### src/rtl/mem_arbiter.sv
// Two-core round-robin arbiter in front of one synchronous single-port data memory.
// Operands are captured in IDLE; a write runs ACCESS->DONE, a read ACCESS->WAIT->DONE.

module mem_arbiter_port #(
    parameter int reg_width = 12
) (
    input  logic                 clk,
    input  logic                 reset,
    input  logic                 grant_set,
    input  logic                 grant_clr,
    input  logic                 done_set,
    input  logic                 rd_load,
    input  logic [reg_width-1:0] mem_q,
    output logic                 grant,
    output logic                 done,
    output logic [reg_width-1:0] rdata
);

    always_ff @(posedge clk or negedge reset) begin
        if (!reset) begin
            grant <= 1'b0;
            done  <= 1'b0;
            rdata <= '0;
        end else begin
            if (grant_set)
                grant <= 1'b1;
            else if (grant_clr)
                grant <= 1'b0;
            done <= done_set;
            if (rd_load)
                rdata <= mem_q;
        end
    end

endmodule

module mem_arbiter #(
    parameter int reg_width  = 12,
    parameter int addr_width = 12
) (
    input  logic                  clk,
    input  logic                  reset,
    input  logic                  req1,
    input  logic                  req2,
    input  logic                  wren1,
    input  logic                  wren2,
    input  logic [reg_width-1:0]  addr1,
    input  logic [reg_width-1:0]  addr2,
    input  logic [reg_width-1:0]  wdata1,
    input  logic [reg_width-1:0]  wdata2,
    output logic                  grant1,
    output logic                  grant2,
    output logic                  done1,
    output logic                  done2,
    output logic [reg_width-1:0]  rdata1,
    output logic [reg_width-1:0]  rdata2,
    output logic [addr_width-1:0] mem_address,
    output logic [reg_width-1:0]  mem_data,
    output logic                  mem_wren,
    input  logic [reg_width-1:0]  mem_q,
    output logic                  busy
);

    localparam int NUM_CORES = 2;

    typedef enum logic [1:0] {IDLE, ACCESS, WAIT, DONE} state_t;

    typedef struct packed {
        logic                 req;
        logic                 wren;
        logic [reg_width-1:0] addr;
        logic [reg_width-1:0] wdata;
    } core_req_t;

    state_t                                  state, state_nxt;
    core_req_t [NUM_CORES-1:0]               creq;
    logic                                    owner, last_served, pick;
    logic                                    launch, done_set, rd_load;
    logic [NUM_CORES-1:0]                    grant, done;
    logic [NUM_CORES-1:0][reg_width-1:0]     rdata;

    assign creq[0] = {req1, wren1, addr1, wdata1};
    assign creq[1] = {req2, wren2, addr2, wdata2};

    always_ff @(posedge clk or negedge reset) begin
        if (!reset)
            state <= IDLE;
        else
            state <= state_nxt;
    end

    // Index 0 is core1, 1 is core2; on a tie the core not served last wins.
    always_comb begin
        state_nxt = state;
        launch    = 1'b0;
        pick      = 1'b0;
        done_set  = 1'b0;
        rd_load   = 1'b0;
        case (state)
            IDLE: begin
                if (creq[0].req || creq[1].req) begin
                    launch    = 1'b1;
                    pick      = (creq[0].req && creq[1].req) ? ~last_served : creq[1].req;
                    state_nxt = ACCESS;
                end
            end
            ACCESS: begin
                if (mem_wren) begin
                    state_nxt = DONE;
                    done_set  = 1'b1;
                end else begin
                    state_nxt = WAIT;
                end
            end
            WAIT: begin
                state_nxt = DONE;
                done_set  = 1'b1;
                rd_load   = 1'b1;
            end
            DONE:    state_nxt = IDLE;
            default: state_nxt = IDLE;
        endcase
    end

    always_ff @(posedge clk or negedge reset) begin
        if (!reset) begin
            owner       <= 1'b0;
            last_served <= 1'b1;
            mem_address <= '0;
            mem_data    <= '0;
            mem_wren    <= 1'b0;
            busy        <= 1'b0;
        end else begin
            busy <= (state_nxt != IDLE);
            if (launch) begin
                owner       <= pick;
                last_served <= pick;
                mem_address <= creq[pick].addr[addr_width-1:0];
                mem_data    <= creq[pick].wdata;
                mem_wren    <= creq[pick].wren;
            end else if (state == ACCESS) begin
                mem_wren <= 1'b0;
            end
        end
    end

    for (genvar g = 0; g < NUM_CORES; g++) begin : g_port
        mem_arbiter_port #(.reg_width(reg_width)) u_port (
            .clk       (clk),
            .reset     (reset),
            .grant_set (launch && (pick == 1'(g))),
            .grant_clr (state == DONE),
            .done_set  (done_set && (owner == 1'(g))),
            .rd_load   (rd_load && (owner == 1'(g))),
            .mem_q     (mem_q),
            .grant     (grant[g]),
            .done      (done[g]),
            .rdata     (rdata[g])
        );
    end

    assign grant1 = grant[0];
    assign grant2 = grant[1];
    assign done1  = done[0];
    assign done2  = done[1];
    assign rdata1 = rdata[0];
    assign rdata2 = rdata[1];

endmodule

### config.mk
export PLATFORM = sky130hd
export DESIGN_NAME = mem_arbiter
export DESIGN_NICKNAME = d
export VERILOG_FILES = /design/src/rtl/mem_arbiter.sv
export SDC_FILE = /design/constraint.sdc
export NUM_CORES = 1
export LEC_CHECK = 0
export CORE_ASPECT_RATIO = 0.75
export CORE_UTILIZATION = 40
export DETAILED_ROUTE_END_ITERATION = 7
export PLACE_DENSITY = 0.86
export SLEW_MARGIN = 20
export SYNTH_ARGS = -nofsm -noshare
export SYNTH_HDL_FRONTEND = slang
export SYNTH_SLANG_ARGS = --single-unit
### constraint.sdc
create_clock -name clk -period 2.1 [get_ports clk]
set_clock_uncertainty 0.1 [all_clocks]
set_input_delay 0.21 -clock clk [delete_from_list [all_inputs] [get_ports clk]]
set_output_delay 0.21 -clock clk [all_outputs]
set_load 0.02 [all_outputs]
# Yosys cells after proc, flatten, opt, wreduce, memory -nomap -nowiden
# Cells that the tools add are included.
op_classes:
  n_eq_ne: 3
  magnitude_cmp: 1
  reduce_logical: 13
  shifts: 0
  muxes: 18
  n_bitwise: 3
  addsub: 0
  n_div: 0
  multipliers: 0
ops:
  columns: ["operator", "n"]
  rows:
  - ["$mux 25", 2]
  - ["$mux 1", 13]
  - ["$pmux 2 s4", 1]
  - ["$reduce_bool 2->1", 4]
  - ["$logic_and 1x1->1", 7]
  - ["$eq 2x2->1 const B", 2]
  - ["$not 1->1", 3]
  - ["$eq 2x1->1 const B", 1]
  - ["$logic_not 2->1", 1]
  - ["$lt 1x2->1 const B", 1]
  - ["$mux 2", 1]
  - ["$pmux 1 s2", 1]
  - ["$logic_or 1x1->1", 1]
totals:
  n_memories: 0
  inputBits: 66
  ff_bits: 58
  mem_bits_ro: 0
  ram_bits: 0
  latchBits: 0
  out_inout_bits: 54

# Longest topological paths before layout
# Gate-level depths: netlist (run 1).
logic_depth:
  ltp_word: 7
  mapped_depth: 8
  depth_no_buf: 5

# By module
# A second synthesis (run 1) with hierarchy kept.
hier_totals:
  cells_unflattened: 236
  area_unflattened_um2: 2750.1
by_module_without_submodules:
  columns: ["module", "instances", "seq_area_each_um2", "cells_each", "area_each_um2"]
  rows:
  - ["mem_arbiter", 1, 752.0, 178, 1659.1]
  - ["mem_arbiter_port", 2, 350.3, 29, 545.5]

# Worst setup path after synthesis (run 1)
# OpenSTA, ideal clock, no wires.
synth_path:
  path_kind: "reg-to-reg"
  startpoint: "register state[0]"
  endpoint: "register mem_address[10]"
  required_time_ns: 1.874
  arrival_ns: 1.548
  path_slack_ns: 0.326
  path_stages_with_launch: 9
  cell_sequence: "dfrtp_1 > inv_1 > ha_1 > buf_2 > nand2_1 > buf_2 > nor2_1 > buf_2 > a221o_1"
synth_via:
  elab_chain_cells: 4
  elab_cells_between_ends: 5
  classes_between: "mux: 4; reduce/logical: 1"
synth_rtl:
  columns: ["element", "line", "text"]
  rows:
  - ["from (decl)", "75", "state_t state, state_nxt;"]
  - ["from (signal assigned)", "89", "state <= state_nxt;"]
  - ["$logic_not 2->1 *", "99", "case (state)"]
  - ["$mux 1", "99", null]
  - ["$mux 25 (2 in a row)", null, null]
  - ["to (signal assigned)", "138", "mem_address <= creq[pick].addr[addr_width-1:0];"]
  - ["to (decl)", "57", "output logic [addr_width-1:0] mem_address,"]
# Every way passes the cells marked *; elsewhere a longest branch is shown, timed or not. The select of a mux whose other input is x is not followed.
# A chain may end at the register's enable or synchronous reset.

# Worst setup path after layout (run 1)
layout_path:
  startpoint: "register state[0]"
  endpoint: "register mem_data[11]"
layout_via:
  elab_chain_cells: 4
  elab_cells_between_ends: 5
  classes_between: "mux: 4; reduce/logical: 1"
layout_rtl:
  columns: ["element", "line", "text"]
  rows:
  - ["$logic_not 2->1 *", "99", null]
  - ["$mux 1", "99", null]
  - ["$mux 25 (2 in a row)", null, null]
  - ["to (signal assigned)", "139", "mem_data <= creq[pick].wdata;"]
  - ["to (decl)", "58", "output logic [reg_width-1:0] mem_data,"]
# Marked as above.

==> reports/results.ini, run 1 <==
[run_status]
status = completed

[placement]
numPortBuffers = 119
dp_slack_ns = 0.266
globalplace.congestion = 0.767
hpwl_um = 4930

[synth]
synthAdderAreaFrac_pct = 2.45
syn_area_um2 = 2550
syn_inst = 212
synth_cell_types = 26
yosysSeqAreaShare_pct = 56.9
yosys.area_share.xor_xnor_pct = 0
syn_area_per_cell_um2 = 12.0
synth_top_family_by_area = compound AO/OA/AOI/OAI gates
synthSimpleGateAreaFrac_pct = 6.57
ys_ff_latch = 58
ys_warn_count = 0
synth.mux.area_fraction_pct = 10.6
synth-compound-area-share_pct = 18.6
synth_nets = 283

[finish]
utilization_pct = 67.2
finalNetCount = 406
final_layout_size_suffix_gt1_share_pct = 15.0
syn2layout_area_growth_pct = 57.3
antenna_cells = 0

[clock_tree]
clk_latency_ns = 0.33
clockBufferDepth = 2
cts_resized = 0
cts_buffers = 9
path_clk_slew_ns = 0.06
root_buffer = clkbuf_8
post_cts_buffers = 0
cts.sinks = 58
cts_tree = built
cts-htree-levels = 3

[timing]
grt_setup_unrepaired = no
setup_violations = 0
tightest_slew_ns = 0.525
fin_crit_sh_pct = 87.5
min_period_ns = 1.84
slew_violations = 0
hold_violations = 0
fin_setup_tns_ns = 0
slew_headroom_pct = 64.9
finalWorstSetupSlack_ns = 0.262
max_freq_ghz = 0.544

[critical_path]
critical_path_class = reg -> reg
cp-end-kind = flip-flop
cpPeakStageDelay_ns = 0.41
cp.required_ns = 2.20
critPathTopFamily = compound AO/OA/AOI/OAI gates
path_max_fanout = 9
worst_setup_path_start_kind = flip-flop
crit_buf_inv = 1
cp_cell_sequence = inv_1, ha_1, nand2_1, o21a_1, a221o_1
critPathSlowestCell = dfrtp_1
cp.arrival_ns = 1.94

[power_and_ir_drop]
p_leak_nw = 1.63
p_per_area_nw_per_um2 = 1570
ir_drop_v = 0.000856
p_total_w = 0.00629

[global_route]
grt_overflow = 0
grt_pass1_vias = 2225
grt_max_degree = 59
antenna_found_initial = 0
grtUsageTotal_pct = 21.7
grt_pass1_wl_um = 11000

[routing]
wl_per_cell_um = 16.2
vias = 2221
antenna_left = 0
route.detailed.drc = 0
wirelength_um = 6780
drt_iter0_drc = 114
viasPerCell = 5.31
firstDrtPassIters = 4

[floorplan]
start_util_pct = 42.7
die_y_um = 71.2
ioPinCount = 120
die-area_um2 = 6710
core-area_um2 = 5980
chipWidth_um = 94.2
row_count = 24

[run]
max_cap_violations = 0

[min_path]
hp-class = in -> async

-- sequential cells by signal, summed over array words and instances (netlist names) --
signal	cells
last_served	1
state	2
mem_address	12
owner	1
g_port.u_port.rdata	24
mem_data	12
busy	1
mem_wren	1
g_port.u_port.grant	2
g_port.u_port.done	2
-- where the power goes --
group	internal, W	leakage (nW)	switching (W)
Clock	0.000522	0.0965	0.000403
Combinational	0.00170	0.864	0.00167
Sequential	0.00170	0.675	0.000305
Total	0.00392	1.63	0.00238
-- cell usage after synthesis --
cell type / instances / share of area [%]
and3_1: 1 / 0.25
o32a_1: 1 / 0.39
inv_1: 5 / 0.74
clkinv_1: 1 / 0.15
o2111ai_1: 16 / 5.5
buf_2: 10 / 2.0
and2_1: 9 / 2.2
ha_1: 5 / 2.5
nor2b_1: 1 / 0.25
buf_6: 3 / 1.3
nand2_1: 3 / 0.44
o21a_1: 2 / 0.59
mux2_2: 24 / 11
nor2_1: 18 / 2.6
a21o_1: 2 / 0.59
clkbuf_1: 5 / 0.74
o21ai_1: 1 / 0.20
or2_2: 1 / 0.25
a221o_1: 9 / 3.5
nand2b_1: 1 / 0.25
dfstp_2: 1 / 1.0
a31oi_1: 16 / 3.9
o21ai_0: 16 / 3.1
o22ai_1: 3 / 0.74
dfrtp_1: 57 / 56
nor3b_1: 1 / 0.29
-- routing by layer --
layer / global-route usage (%) / share of wire, % / vias to the layer above
li1: - / - / 1033
met1: 28.8 / 44 / 1082
met2: 33.2 / 47 / 88
met3: 6.34 / 6.4 / 18
met4: 9.23 / 2.6 / 0
met5: 0 / 0 / -
-- layout by cell type, fill, tap and decap left out, drive strengths merged --
cell type	netlist	routed
and2	9	9
clkinv	1	3
mux2	24	24
o32a	1	1
buf	13	11
o2111ai	16	16
a221o	9	9
dlygate4sd3	0	1
nand2	3	3
nor2	18	18
o21a	2	2
dfrtp	57	57
inv	5	5
nand2b	1	1
o22ai	3	3
clkbuf	5	14
or2	1	1
a31oi	16	16
o21ai	17	17
clkdlybuf4s50	0	118
dfstp	1	1
and3	1	1
nor2b	1	1
ha	5	5
a21o	2	2
nor3b	1	1
-- worst paths after layout --
kind	cells past startpoint	start	slack [ns]	to
max in group asynchronous	3	reset	1.26	last_served
worst min register to register	1	g_port[0].u_port.rdata[0]	0.40	g_port[0].u_port.rdata[0]
worst min-delay path	3	reset	0.32	g_port[0].u_port.rdata[7]
min in group clk	3	wdata1[5]	0.36	mem_data[5]
worst max register to register	5	state[0]	0.26	mem_data[11]
worst max-delay path	5	state[0]	0.26	mem_data[11]
-- tightest hold or removal path: stages --
cell and delay [ns]:
dlygate4sd3_1 0.53, buf_2 0.13, buf_12 0.27
-- repair_timing --
action,CTS,global route
endpoints found under the setup margin,0,0
hold buffers,1,0
hold endpoints to repair,57,0
-- stage by stage --
stage | instances | instance area [µm²] | hold WS, ns
floorplan | 212 | 2550 | -0.186
global placement | 401 | 3820 | 0.132
detailed placement | 401 | 3820 | 0.142
CTS | 418 | 4010 | 0.308
global route | 418 | 4010 | 0.359
finish | 418 | 4010 | 0.318
-- cell type report --
| class | count | area [µm²] |
|---|---|---|
| sequential | 58 | 1450 |
| fill | 464 | 1960 |
| inverter | 6 | 22.5 |
| clock inverter | 2 | 10.0 |
| clock buffer | 14 | 173 |
| timing repair buffer | 130 | 1280 |
| tap | 78 | 97.6 |
| multi-input combinational | 130 | 975 |
-- kinds of logic after synthesis --
group,count (synthesis)
adder cells (fa/ha/maj),5
buffers and inverters,24
flip-flops,58
AND/OR/NAND/NOR,35
AO/OA/AOI/OAI,66
multiplexers,24
Note: power is estimated with default switching activity, not from simulation.
==> run 2, diff against run 1 <==
--- a/config.mk
+++ b/config.mk
@@ -7,6 +7,7 @@
 export LEC_CHECK = 0
 export CORE_ASPECT_RATIO = 0.75
 export CORE_UTILIZATION = 40
+export CTS_BUF_LIST = sky130_fd_sc_hd__clkbuf_16
 export DETAILED_ROUTE_END_ITERATION = 7
 export PLACE_DENSITY = 0.86
 export SLEW_MARGIN = 20
==> constraint.sdc (replaced) <==
create_clock -name clk -period 2.1 [get_ports clk]
set_clock_uncertainty 0.1 [all_clocks]
set_input_delay 0.315 -clock clk [delete_from_list [all_inputs] [get_ports clk]]
set_output_delay 0.315 -clock clk [all_outputs]
set_load 0.02 [all_outputs]
==> reports/results.ini, run 2 (synthesis results as in run 1) <==
[run_status]
status = completed

[min_path]
hp-class = in -> async

[clock_tree]
cts_resized = 0  ; unchanged
clockBufferDepth = 2  ; unchanged
clk_latency_ns = 0.32  ; about the same
root_buffer = clkbuf_16
cts_buffers = 9  ; unchanged
post_cts_buffers = 0  ; unchanged
hold_buffers = 1  ; unchanged
cts-htree-levels = 3  ; unchanged
cts.sinks = 58  ; unchanged
path_clk_slew_ns = 0.05  ; about the same
cts_tree = built

[routing]
antenna_left = 0  ; unchanged
wl_per_cell_um = 16.2  ; -0.22%
wirelength_um = 6760  ; -0.22%
viasPerCell = 5.23  ; -1.6%
drt_iter0_drc = 118  ; +3.5%
route.detailed.drc = 0  ; unchanged
vias = 2185  ; -1.6%
firstDrtPassIters = 4  ; unchanged

[finish]
antenna_cells = 0  ; unchanged
syn2layout_area_growth_pct = 61.3
final_cell_mix = 118 x clkdlybuf4s50_1, 57 x dfrtp_1, 24 x mux2_2
nFillCells = 452  ; -2.6%
top_register = g_port.u_port.rdata
finalNetCount = 406  ; unchanged
largest_reg_flops = 24  ; unchanged
reg_top3 = g_port.u_port.rdata (24), mem_address (12), mem_data (12)
final_layout_size_suffix_gt1_share_pct = 15.3  ; +0.29 points
layout_commonest_cell = clkdlybuf4s50_1
stdcell_count = 418  ; unchanged

[timing]
finalWorstSetupSlack_ns = 0.227  ; -0.0353 ns
fin_crit_sh_pct = 89.2  ; +1.7 points
slew_violations = 0  ; unchanged
fin_setup_tns_ns = 0  ; unchanged
tightest_slew_ns = 0.551  ; +0.0252 ns
slew_headroom_pct = 63.3  ; -1.7 points
hold_violations = 0  ; unchanged
min_period_ns = 1.87  ; +0.0353 ns
setup_violations = 0  ; unchanged
max_freq_ghz = 0.534  ; -1.9%
grt_setup_unrepaired = no

[critical_path]
cp.arrival_ns = 1.97  ; +0.03 ns
ff2ff_path_depth = 5  ; unchanged
worst_setup_path_start_kind = flip-flop
cp.required_ns = 2.20  ; about the same
path_max_fanout = 9  ; unchanged
critical_path_class = reg -> reg
cp-end-kind = flip-flop

[floorplan]
chipWidth_um = 94.2  ; unchanged
die_y_um = 71.2  ; unchanged
die-area_um2 = 6710  ; unchanged
core-area_um2 = 5980  ; unchanged
row_count = 24  ; unchanged
start_util_pct = 42.7  ; unchanged
ioPinCount = 120  ; unchanged

[power_and_ir_drop]
p_per_area_nw_per_um2 = 1640  ; +4.4%
p_leak_nw = 1.68  ; +3.0%
p_total_w = 0.00674  ; +7.1%
ir_drop_v = 0.000780  ; -8.9%

[placement]
dp_slack_ns = 0.186  ; -0.0800 ns
hpwl_um = 4850  ; -1.6%
globalplace.congestion = 0.810  ; +5.7%
dp.cells = 401  ; unchanged
numPortBuffers = 119  ; unchanged

[global_route]
antenna_found_initial = 0  ; unchanged
grt_max_degree = 39  ; -34%
grt_overflow = 0  ; unchanged
grtUsageTotal_pct = 21.2  ; -0.45 points
grt_pass1_vias = 2151  ; -3.3%
grt_pass1_wl_um = 10700  ; -2.6%

[run]
max_cap_violations = 0  ; unchanged

[run 2: cell count changes in the layout (fill, tap and decap cells not counted), sizes merged]
cell,delta
clkinv,+2
clkinvlp,+1
bufinv,+1
clkbuf,-5
inv,+1
[run 2: layout make-up]
type | instances | area, µm² | share of cell area (%)
sequential | 58 | 1450 | 35.3
multi-input combinational | 130 | 975 | 23.7
timing repair buffer | 130 | 1280 | 31.2
clock inverter | 7 | 61.3 | 1.49
inverter | 6 | 22.5 | 0.547
clock buffer | 9 | 225 | 5.47
tap | 78 | 97.6 | 2.37
[run 2: worst paths after layout]
path                            slack (ns)                         to                      start
worst max-delay path                  0.23             mem_address[8]                   state[0]
worst min-delay path                  0.40  g_port[0].u_port.rdata[4]                      reset
worst max register to register        0.23             mem_address[8]                   state[0]
worst min register to register        0.40  g_port[1].u_port.rdata[6]  g_port[1].u_port.rdata[6]
max in group asynchronous             0.88                last_served                      reset
min in group clk                      0.40  g_port[1].u_port.rdata[6]  g_port[1].u_port.rdata[6]
[run 2: per-layer routing]
metal	vias to the layer above	routed length (µm)	share of wire, %	global-route usage (%)
li1	1040	-	-	-
met1	1056	2930	43	27.7
met2	80	3300	49	34.4
met3	9	433	6.4	6.34
met4	0	95	1.4	5.98
met5	-	0	0	0
[run 2: power breakdown]
group	internal (W)	leakage (nW)	switching (W)
sequential	0.00170	0.675	0.000307
combinational	0.00169	0.864	0.00167
clock	0.000902	0.146	0.000474
total	0.00430	1.68	0.00245
[run 2: critical path, cell delays in order (launching register included)]
cell,delay [ns]
dfrtp_1,0.41
inv_1,0.12
ha_1,0.31
nand2_1,0.14
o21a_1,0.33
a221o_1,0.34
[run 2: metrics by stage]
step | instance area (µm²) | hold slack (ns) | util (%)
after CTS | 4120 | 0.406 | 68.9
final | 4120 | 0.397 | 68.9
after global routing | 4120 | 0.417 | 68.9
after global placement | 3820 | 0.203 | 63.9
after floorplan | 2550 | -0.0806 | -
after detailed placement | 3820 | 0.211 | 63.9
